===== config.mk =====
export PLATFORM = sky130hd
export DESIGN_NAME = dualport_bus_arbiter
export DESIGN_NICKNAME = d
export VERILOG_FILES = /design/src/rtl/dualport_bus_arbiter.sv
export SDC_FILE = /design/constraint.sdc
export NUM_CORES = 1
export LEC_CHECK = 0
export ABC_AREA = 0
export CORE_AREA = 3 3 164 166
export CTS_CLUSTER_DIAMETER = 150
export DETAILED_ROUTE_END_ITERATION = 10
export DIE_AREA = 0 0 167 169
export PLACE_DENSITY = 0.67
export SLEW_MARGIN = 25
export SYNTH_ARGS = -nofsm -noshare
export SYNTH_HDL_FRONTEND = slang
export SYNTH_SLANG_ARGS = --single-unit

===== constraint.sdc =====
create_clock -name clk -period 1.5 [get_ports clk]
set_clock_uncertainty 0.2 [all_clocks]
set_input_delay 0.45 -clock clk [delete_from_list [all_inputs] [get_ports clk]]
set_output_delay 0.45 -clock clk [all_outputs]
set_load 0.05 [all_outputs]

===== src/rtl/dualport_bus_arbiter.sv =====
// dualport_bus_arbiter: two masters share one dual-port slave through independent rd/wr arbiters; DPBUS_ARB_PERF_EN adds grant/conflict counters
module dualport_bus_arbiter #(
  parameter int ADDR_W = 32,
  parameter int DATA_W = 32,
  parameter int BE_W = 4,
  parameter int FIXED_PRIO = 0
) (
  input  logic              clk,
  input  logic              rst_n,
  input  logic              m0_rd_req_i,
  input  logic [BE_W-1:0]   m0_rd_be_i,
  input  logic [ADDR_W-1:0] m0_rd_addr_i,
  output logic              m0_rd_gnt_o,
  output logic [DATA_W-1:0] m0_rd_data_o,
  input  logic              m0_wr_req_i,
  input  logic [BE_W-1:0]   m0_wr_be_i,
  input  logic [ADDR_W-1:0] m0_wr_addr_i,
  input  logic [DATA_W-1:0] m0_wr_data_i,
  output logic              m0_wr_gnt_o,
  input  logic              m1_rd_req_i,
  input  logic [BE_W-1:0]   m1_rd_be_i,
  input  logic [ADDR_W-1:0] m1_rd_addr_i,
  output logic              m1_rd_gnt_o,
  output logic [DATA_W-1:0] m1_rd_data_o,
  input  logic              m1_wr_req_i,
  input  logic [BE_W-1:0]   m1_wr_be_i,
  input  logic [ADDR_W-1:0] m1_wr_addr_i,
  input  logic [DATA_W-1:0] m1_wr_data_i,
  output logic              m1_wr_gnt_o,
  output logic              s_rd_req_o,
  output logic [BE_W-1:0]   s_rd_be_o,
  output logic [ADDR_W-1:0] s_rd_addr_o,
  input  logic              s_rd_gnt_i,
  input  logic [DATA_W-1:0] s_rd_data_i,
  output logic              s_wr_req_o,
  output logic [BE_W-1:0]   s_wr_be_o,
  output logic [ADDR_W-1:0] s_wr_addr_o,
  output logic [DATA_W-1:0] s_wr_data_o,
  input  logic              s_wr_gnt_i
`ifdef DPBUS_ARB_PERF_EN
  ,
  output logic [31:0]       perf_rd_cnt0_o,
  output logic [31:0]       perf_rd_cnt1_o,
  output logic [31:0]       perf_wr_cnt0_o,
  output logic [31:0]       perf_wr_cnt1_o,
  output logic [31:0]       perf_rd_conflict_o,
  output logic [31:0]       perf_wr_conflict_o
`endif
);
  typedef enum logic [1:0] {IDLE, OWN0, OWN1} state_e;
  localparam int RPL_W = BE_W + ADDR_W;
  localparam int WPL_W = BE_W + ADDR_W + DATA_W;
  // index 0 = read channel, 1 = write channel
  state_e state_q [2];
  state_e state_d [2];
  logic [1:0] rr_q, rr_d, req0, req1, s_gnt, pick1, load, s_req, gnt0, gnt1;
  logic [RPL_W-1:0] rd_pl_q, rd_pl_d;
  logic [WPL_W-1:0] wr_pl_q, wr_pl_d;
  assign req0 = {m0_wr_req_i, m0_rd_req_i};
  assign req1 = {m1_wr_req_i, m1_rd_req_i};
  assign s_gnt = {s_wr_gnt_i, s_rd_gnt_i};
  always_ff @(posedge clk)
    if (!rst_n) begin
      state_q <= '{IDLE, IDLE};
      rr_q <= '0;
      rd_pl_q <= '0;
      wr_pl_q <= '0;
    end else begin
      state_q <= state_d;
      rr_q <= rr_d;
      rd_pl_q <= rd_pl_d;
      wr_pl_q <= wr_pl_d;
    end
  // m1 wins when alone, or on a tie when round-robin points at it
  always_comb begin
    for (int c = 0; c < 2; c++) begin
      pick1[c] = req1[c] & (~req0[c] | (FIXED_PRIO == 0 && rr_q[c]));
      load[c] = state_q[c] == IDLE && (req0[c] | req1[c]);
      state_d[c] = state_q[c] == IDLE ? (load[c] ? (pick1[c] ? OWN1 : OWN0) : IDLE)
                                      : (s_gnt[c] ? IDLE : state_q[c]);
      rr_d[c] = (state_q[c] != IDLE && s_gnt[c]) ? state_q[c] == OWN0 : rr_q[c];
    end
    rd_pl_d = load[0] ? (pick1[0] ? {m1_rd_be_i, m1_rd_addr_i} : {m0_rd_be_i, m0_rd_addr_i}) : rd_pl_q;
    wr_pl_d = load[1] ? (pick1[1] ? {m1_wr_be_i, m1_wr_addr_i, m1_wr_data_i}
                                  : {m0_wr_be_i, m0_wr_addr_i, m0_wr_data_i}) : wr_pl_q;
  end
  always_comb
    for (int c = 0; c < 2; c++) begin
      s_req[c] = state_q[c] != IDLE;
      gnt0[c] = state_q[c] == OWN0 && s_gnt[c];
      gnt1[c] = state_q[c] == OWN1 && s_gnt[c];
    end
  assign s_rd_req_o = s_req[0];
  assign s_wr_req_o = s_req[1];
  assign {s_rd_be_o, s_rd_addr_o} = rd_pl_q;
  assign {s_wr_be_o, s_wr_addr_o, s_wr_data_o} = wr_pl_q;
  assign m0_rd_gnt_o = gnt0[0];
  assign m1_rd_gnt_o = gnt1[0];
  assign m0_wr_gnt_o = gnt0[1];
  assign m1_wr_gnt_o = gnt1[1];
  assign m0_rd_data_o = s_rd_data_i;
  assign m1_rd_data_o = s_rd_data_i;
`ifdef DPBUS_ARB_PERF_EN
  logic [5:0] inc;
  logic [31:0] perf_q [6];
  assign inc = {state_q[1] == IDLE && req0[1] && req1[1], state_q[0] == IDLE && req0[0] && req1[0],
                gnt1[1], gnt0[1], gnt1[0], gnt0[0]};
  always_ff @(posedge clk)
    for (int i = 0; i < 6; i++)
      if (!rst_n) perf_q[i] <= '0;
      else if (inc[i] && ~&perf_q[i]) perf_q[i] <= perf_q[i] + 32'd1;
  assign perf_rd_cnt0_o = perf_q[0];
  assign perf_rd_cnt1_o = perf_q[1];
  assign perf_wr_cnt0_o = perf_q[2];
  assign perf_wr_cnt1_o = perf_q[3];
  assign perf_rd_conflict_o = perf_q[4];
  assign perf_wr_conflict_o = perf_q[5];
`endif
endmodule


# [Word level (Yosys, flattened, before mapping)]
# Cells that the tools add are included.
[classes] addsub=0 multipliers=0 n_div=0 n_lt_le_gt_ge=0 n_eq_ne=4 shift=0 muxes=10 n_bitwise=8 n_reduce_logical=14
[ops] cell="68-bit two-way mux" n=1
[ops] cell="36-bit two-way mux" n=1
[ops] cell="2-bit two-way mux" n=8
[ops] cell="1-bit logical AND" n=8
[ops] cell="2-bit nonzero test" n=4
[ops] cell="2-bit by 1-bit equality test with 1-bit output, second input constant" n=2
[ops] cell="2-bit equality test, second input constant" n=2
[ops] cell="2-bit logical NOT" n=2
[ops] cell="1-bit OR" n=4
[ops] cell="1-bit AND" n=2
[ops] cell="1-bit inverter" n=2
[totals] ff_bits=110 latchBits=0 ram_bits=0 mem_bits_ro=0 in_bits=248 elab_cells=42 memories=0

# [Logic depth before layout (Yosys ltp)]
# Gate-level depths: netlist of the first run.
[logic_depth] depth_word=6 depth_mapped=7

# [Worst setup path before layout of the first run]
# Ideal clock, no wire load.
[synth_path] path_type="input to output" from="in s_wr_gnt_i" to="out m1_wr_gnt_o" arrival_ns=1.156 required_ns=0.850 setup_slack_ns=-0.306 path_stages=2 path_cell_list="nand2_1 nor2_1"
[synth_via] elab_chain_cells=1
[synth_rtl] item="from (decl)" line="39" rtl="input logic s_wr_gnt_i"
[synth_rtl] item="1-bit logical AND" line="91" rtl="gnt1[c] = state_q[c] == OWN1 && s_gnt[c];"
[synth_rtl] item="to (decl)" line="29" rtl="output logic m1_wr_gnt_o,"
# No other way between the ends.

# [Worst setup path in the final report of the first run]
[layout_path] from="reg state_q[1] in the netlist's numbering" to="out s_wr_req_o"
[layout_via] elab_chain_cells=1
[layout_rtl] item="from (decl)" line="54" rtl="state_e state_q [2];"
[layout_rtl] item="from (signal assigned)" line="64" rtl="state_q <= '{IDLE, IDLE};"
[layout_rtl] item="from (signal assigned)" line="69" rtl="state_q <= state_d;"
[layout_rtl] item="2-bit nonzero test" line="89" rtl="s_req[c] = state_q[c] != IDLE;"
[layout_rtl] item="to (decl)" line="35" rtl="output logic s_wr_req_o,"
# No other way between the ends.

==> results.md, run 1 <==
* DR iter-0 viols at 711
* Slowest cell on crit path: dfxtp_4
* Highest Clock Rate at 0.551 GHz
* DRC Markers at 0
* #FFs+latches synth at 110
* Placer Congestion at 0.799
* Crit path cell chain: nor2_4 -> buf_6 -> inv_4 -> buf_8
* Setup TNS Final at -9.21 ns
* Total grt overflow at 0
* Number of nets in the layout at 1267
* First-pass GRT wire length at 44.1 mm
* Least-Margin Pin Slew at 0.305 ns
* DR pass1 iterations at 7
* Period utilization at 121%
* Initial antenna violation count at 1
* Core ar. at 25800 um^2
* Gr busiest metal: met2
* Synth cell types at 23
* Die Width at 167 um
* Worst Path Buf+Inv at 3
* H-tree depth at 3
* Final setup violation count at 104
* Largest cells by area after synthesis: dfxtp_1, nand4_1, a31oi_1
* Crit path launch type: flip-flop
* Global Route Usage Sum at 20.0%
* P&R area growth vs syn at 102%
* Crit path max-delay family: flip-flops
* Pint at 7070 uW
* Logic pwr share at 45.8%
* Setup WS post-layout at -0.315 ns
* Total wire length at 30.4 mm
* Die area at 28200 um^2
* Crit-path max FO at 3
* Met1 GRT Util at 23.0%
* Largest net degree at the start of global routing at 58
* Via density at 5.40
* Max-slew headroom at 79.6%
* Failing checks: negative setup slack
* Syn_area_per_cell at 8.15 um^2
* Post-DP HPWL at 19.8 mm
* Number of CTS-inserted buffers at 9
* Most common cell after layout, fill and taps aside: clkdlybuf4s50_1
* Seq pwr share at 32.1%
* Worst endpoint required time at 0.85 ns
* Ports at 422
* WP data arrival at 1.17 ns
* Number of synthesis warnings at 0
* Initial Utilization at 22.8%
* Post-synthesis cell count at 721
* M2 GR Usage at 35.8%
* P_leak at 0.00432 uW
* Mapped cell area at 5880 um^2
* Vias at 7334
* Area after DPL at 10300 um^2
* Cell accounting for the most synthesized area: dfxtp_1
* Vias in the first global route at 7188
* PortBufs at 325
* Clock power share at 22.1%
* Antenna Cells at 0
* RSZ-0062 raised after global routing: yes
* CTS Buffer Depth at 2
* Sw Pwr at 3930 uW
* Place WS at -0.564 ns
* Clock Latency Late Sink at 0.35 ns
* Hold Path Class: reg2reg
* Overall die height at 169 um
* CTS root buffer: clkbuf_16
* Nature of the critical path endpoint: primary output
* Critical path class: reg2out
* Switching share of power at 35.7%
* Power per cell area at 926 nW/um^2
* MaxCap Viol Count at 0
* Critical path's largest stage delay at 0.37 ns
* Post-synth top area share at 37.5%
* Hold Buf Count CTS at 0
* Seq/Total Area, Yosys at 37.5%
* Final slew viol count at 0
* CTS tree: yes
* Tmin final at 1.82 ns
* Routed Antenna Nets at 0
* Clock slew at reported path FFs at 0.08 ns
* Syn nets at 969
* Clock Sink Count at 110
* Design Area, Final at 11900 um^2
* Final hold violations at 0
* Layout cells sized above 1 at 38.3%
* Outcome: finished with violations
* Worst vdd ir at 0.000373 V
* DR WL/cell at 22.3 um
* Most frequent cells in the layout: clkdlybuf4s50_1, nand4_1, buf_12, a31oi_1, dfxtp_2
* FP Rows at 59
* Routing usage on met3 at 4.37%
-- sequential cells by signal, indices dropped and copies added (netlist names) --
register	flops
rr_q	2
rd_pl_q	36
state_q	4
wr_pl_q	68
-- power by group through the flow --
stage / sequential [uW] / combinational [uW] / clock [uW]
2_1_floorplan: 4260 / 1560 / 0
3_3_place_gp: 3530 / 4060 / 0
5_1_grt: 3550 / 5250 / 2650
3_5_place_dp: 3540 / 4090 / 0
4_1_cts: 3530 / 5100 / 2540
6_report: 3530 / 5040 / 2430
-- cells by family after synthesis --
family	share of synthesized area, %
simple gates	23.3
compound gates	21.0
buf+inv	18.2
flops	37.5
-- per-layer routing --
metal | routed length [um] | vias to the layer above
met3 | 2230 | 71
met5 | 13 | -
met1 | 11400 | 3497
met4 | 1040 | 2
li1 | - | 3339
met2 | 15700 | 425
-- Yosys cell counts --
cell / number
nand4_1: 172
dfxtp_1: 110
a31oi_1: 104
o21ai_1: 97
buf_4: 83
buf_2: 44
nand3_1: 36
clkbuf_1: 22
buf_6: 10
nor2_1: 10
o21ai_0: 7
nand2_1: 6
a32oi_1: 3
inv_2: 3
a21oi_1: 2
inv_1: 2
nand2b_1: 2
nor2_2: 2
nor2_4: 2
a21boi_4: 1
a22oi_1: 1
buf_8: 1
nand2_2: 1
-- area by class of cell --
type	count	area, um^2
Clock buffer	11	243
Clock inverter	5	42.5
Timing Repair Buffer	447	6060
Inverter	5	26.3
Multi-Input combinational cell	446	2730
Tap cell	335	419
Sequential cell	110	2370
Fill cell	2378	13900
-- per-stage QoR --
step	util (%)	total power [uW]	cells	hold slack (ns)
2_1_floorplan	-	5830	721	0.285
3_3_place_gp	39.9	7590	1283	0.324
3_5_place_dp	39.9	7630	1283	0.326
4_1_cts	46.0	11200	1349	0.315
5_1_grt	46.1	11500	1359	0.327
6_report	46.1	11000	1359	0.311
-- worst min-delay path: cells and delay by family, from the launching register on --
| family | cells | cell delay, ns |
|---|---|---|
| AOI/OAI and AO/OA | 2 | 0.12 |
| DFF | 1 | 0.34 |
-- worst paths after layout --
kind / endpoint / slack [ns] / startpoint / cells past startpoint
hold / removal: wr_pl_q[64]$_SDFFE_PN0N_ / 0.31 / wr_pl_q[64]$_SDFFE_PN0N_ / 2
hold reg to reg: wr_pl_q[64]$_SDFFE_PN0N_ / 0.31 / wr_pl_q[64]$_SDFFE_PN0N_ / 2
setup reg to reg: wr_pl_q[28]$_SDFFE_PN0N_ / -0.21 / state_q[1]$_SDFFE_PN0P_ / 8
setup / recovery: s_wr_req_o / -0.32 / state_q[1]$_SDFFE_PN0P_ / 4
-- timing repair --
| item | CTS | global route |
|---|---|---|
| setup endpoints to repair | 194 | 196 |
| resized for setup | 187 | 53 |
| gates cloned | 22 | 4 |
| pin swaps | 98 | 103 |
| buffers inserted | 28 | 25 |
(Power assumes the default switching activity.)
==> run 2: changes to the inputs <==
--- a/config.mk
+++ b/config.mk
@@ -11,6 +11,7 @@
 export DETAILED_ROUTE_END_ITERATION = 10
 export DIE_AREA = 0 0 167 169
 export PLACE_DENSITY = 0.67
+export RECOVER_POWER = 50
 export SLEW_MARGIN = 25
 export SYNTH_ARGS = -nofsm -noshare
 export SYNTH_HDL_FRONTEND = slang
==> results of run 2 <==
The final DEF is identical to that of run 1; final timing and power are the same.
==> run 3: changes to the inputs <==
--- a/config.mk
+++ b/config.mk
@@ -16,3 +16,4 @@
 export SYNTH_ARGS = -nofsm -noshare
 export SYNTH_HDL_FRONTEND = slang
 export SYNTH_SLANG_ARGS = --single-unit
+export TNS_END_PERCENT = 1
==> run 3 against run 2 <==
Against the previous run: the flow still finishes with violations (negative setup slack); worst hold slack gained 0.0041 ns; global-route usage shrank 2.7 points; final area shrank 9.0%; power shrank 8.3%; flip-flop and latch count is the same; routed wire length shrank 15%; combinational power shrank 18%; clock power is essentially flat; register-to-register slack gained 0.11 ns; worst setup slack gained 0.032 ns; critical endpoint is now m0_wr_gnt_o; largest cell class unchanged; largest power group unchanged; highest routed layer unchanged.
==> results.md, run 3 (synthesis gave the netlist of run 1 again) <==
* Final std cells w/o fill at 1296
* P&R area growth vs syn at 84.0%
* Critical path's largest stage delay at 0.38 ns
* Die Width at 167 um
* Tmin final at 1.78 ns
* Number of nets in the layout at 1204
* Max-slew headroom at 80.2%
* DR iter-0 viols at 518
* Final slew viol count at 0
* WP data arrival at 1.13 ns
* Crit path max-delay family: flip-flops
* Routing usage on met3 at 4.09%
* Slowest cell on crit path: dfxtp_4
* Antenna Cells at 0
* Global Route Usage Sum at 17.3%
* P_leak at 0.00378 uW
* DR WL/cell at 20.0 um
* Clock Sink Count at 110
* Worst Hold Margin at 0.315 ns
* Crit path cell chain: buf_6 -> nor2_4 -> buf_12
* Die area at 28200 um^2
* Largest Register: wr_pl_q
* Final hold violations at 0
* CTS root buffer: clkbuf_16
* Crit-path max FO at 4
* Total grt overflow at 0
* DR pass1 iterations at 5
* Via density at 5.29
* Overall die height at 169 um
* Design Area, Final at 10800 um^2
* Clock Latency Late Sink at 0.35 ns
* Vias in the first global route at 6625
* Period utilization at 119%
* Crit path launch type: flip-flop
* Layout cells sized above 1 at 32.7%
* DRC Markers at 0
* H-tree depth at 3
* CTS tree: yes
* Clock slew at reported path FFs at 0.08 ns
* Worst endpoint required time at 0.85 ns
* Critical path class: reg2out
* Ports at 422
* Number of CTS-inserted buffers at 9
* Most frequent cells in the layout: clkdlybuf4s50_1, nand4_1, buf_12, a31oi_1
* Failing checks: negative setup slack
* Setup WS post-layout at -0.283 ns
* Power per cell area at 933 nW/um^2
* Fillers at 2480
* RSZ-0062 raised after global routing: yes
* Area after DPL at 10200 um^2
* FP Rows at 59
* Largest net degree at the start of global routing at 73
* Final setup violation count at 109
* Initial Utilization at 22.8%
* Hold Buf Count CTS at 0
* Most common cell after layout, fill and taps aside: clkdlybuf4s50_1
* Placed Cells at 1277
* Post-DP HPWL at 19.2 mm
* CTS Buffer Depth at 2
* Nature of the critical path endpoint: primary output
* MaxCap Viol Count at 0
* First-pass GRT wire length at 38.8 mm
* Gr busiest metal: met2
* Initial antenna violation count at 1
* Least-Margin Pin Slew at 0.297 ns
* Outcome: finished with violations
* Met1 GRT Util at 20.5%
* Worst Path Buf+Inv at 2
* M2 GR Usage at 30.3%
* Total wire length at 25.9 mm
* Final Util at 42.0%
* Max reg flops at 68
* Placer Congestion at 0.798
* Routed Antenna Nets at 0
* Biggest regs: wr_pl_q: 68 flops, rd_pl_q: 36 flops, state_q: 4 flops
* Highest Clock Rate at 0.561 GHz
* Hold Path Class: reg2reg
* Core ar. at 25800 um^2
* PortBufs at 325
* Tot Pwr at 10100 uW
* Worst vdd ir at 0.000519 V
* Vias at 6851
==> run 3: stage by stage <==
stage	worst slack, ns	setup TNS, ns
2_1_floorplan	-0.0876	-0.426
3_3_place_gp	-0.691	-33.86
3_5_place_dp	-0.673	-35.74
4_1_cts	-0.314	-6.89
5_1_grt	-0.328	-13.32
6_report	-0.283	-3.85
==> run 3: timing repair <==
| item | 4_1_cts | 5_1_grt |
|---|---|---|
| resized for setup | 153 | 13 |
| buffers inserted | 3 | 0 |
| pin swaps | 32 | 36 |
| endpoints found under the setup margin | 215 | 214 |
| cloned | 0 | 0 |
==> run 3: per-layer routing <==
metal | vias to the layer above | part of all wire [%]
met5 | - | 0.050
met4 | 2 | 3.0
met3 | 64 | 7.3
met2 | 350 | 51
met1 | 3225 | 39
li1 | 3210 | -
==> run 3: report_power, final <==
group	switching [uW]	internal (uW)	total, uW	leakage (uW)
combinational	2090	2050	4150	0.00269
sequential	292	3240	3530	0.000949
clock	1260	1160	2410	0.000139
total	3640	6450	10100	0.00378
==> run 3: area by class of cell <==
cell class	instances	area [um^2]	share of cell area [%]
well taps	335	419	3.88
inverters	5	27.5	0.255
clock buffers	9	225	2.08
repair buffers	384	5080	47.0
flip-flops and latches	110	2360	21.9
multi-input cells	446	2640	24.4
clock inverters	7	55.1	0.509
==> run 3: worst paths after layout <==
kind / start / to / slack, ns / depth (start not counted)
max: state_q[1]$_SDFFE_PN0P_ / m0_wr_gnt_o / -0.28 / 3
min: wr_pl_q[54]$_SDFFE_PN0N_ / wr_pl_q[54]$_SDFFE_PN0N_ / 0.32 / 2
max reg2reg: state_q[0]$_SDFFE_PN0P_ / wr_pl_q[50]$_SDFFE_PN0N_ / -0.10 / 6
min reg2reg: wr_pl_q[54]$_SDFFE_PN0N_ / wr_pl_q[54]$_SDFFE_PN0N_ / 0.32 / 2
==> run 3: tightest hold or removal path, cell delays in order (launching register included) <==
cell     delay [ns]
dfxtp_2        0.35
o21ai_2        0.05
a31oi_1        0.07
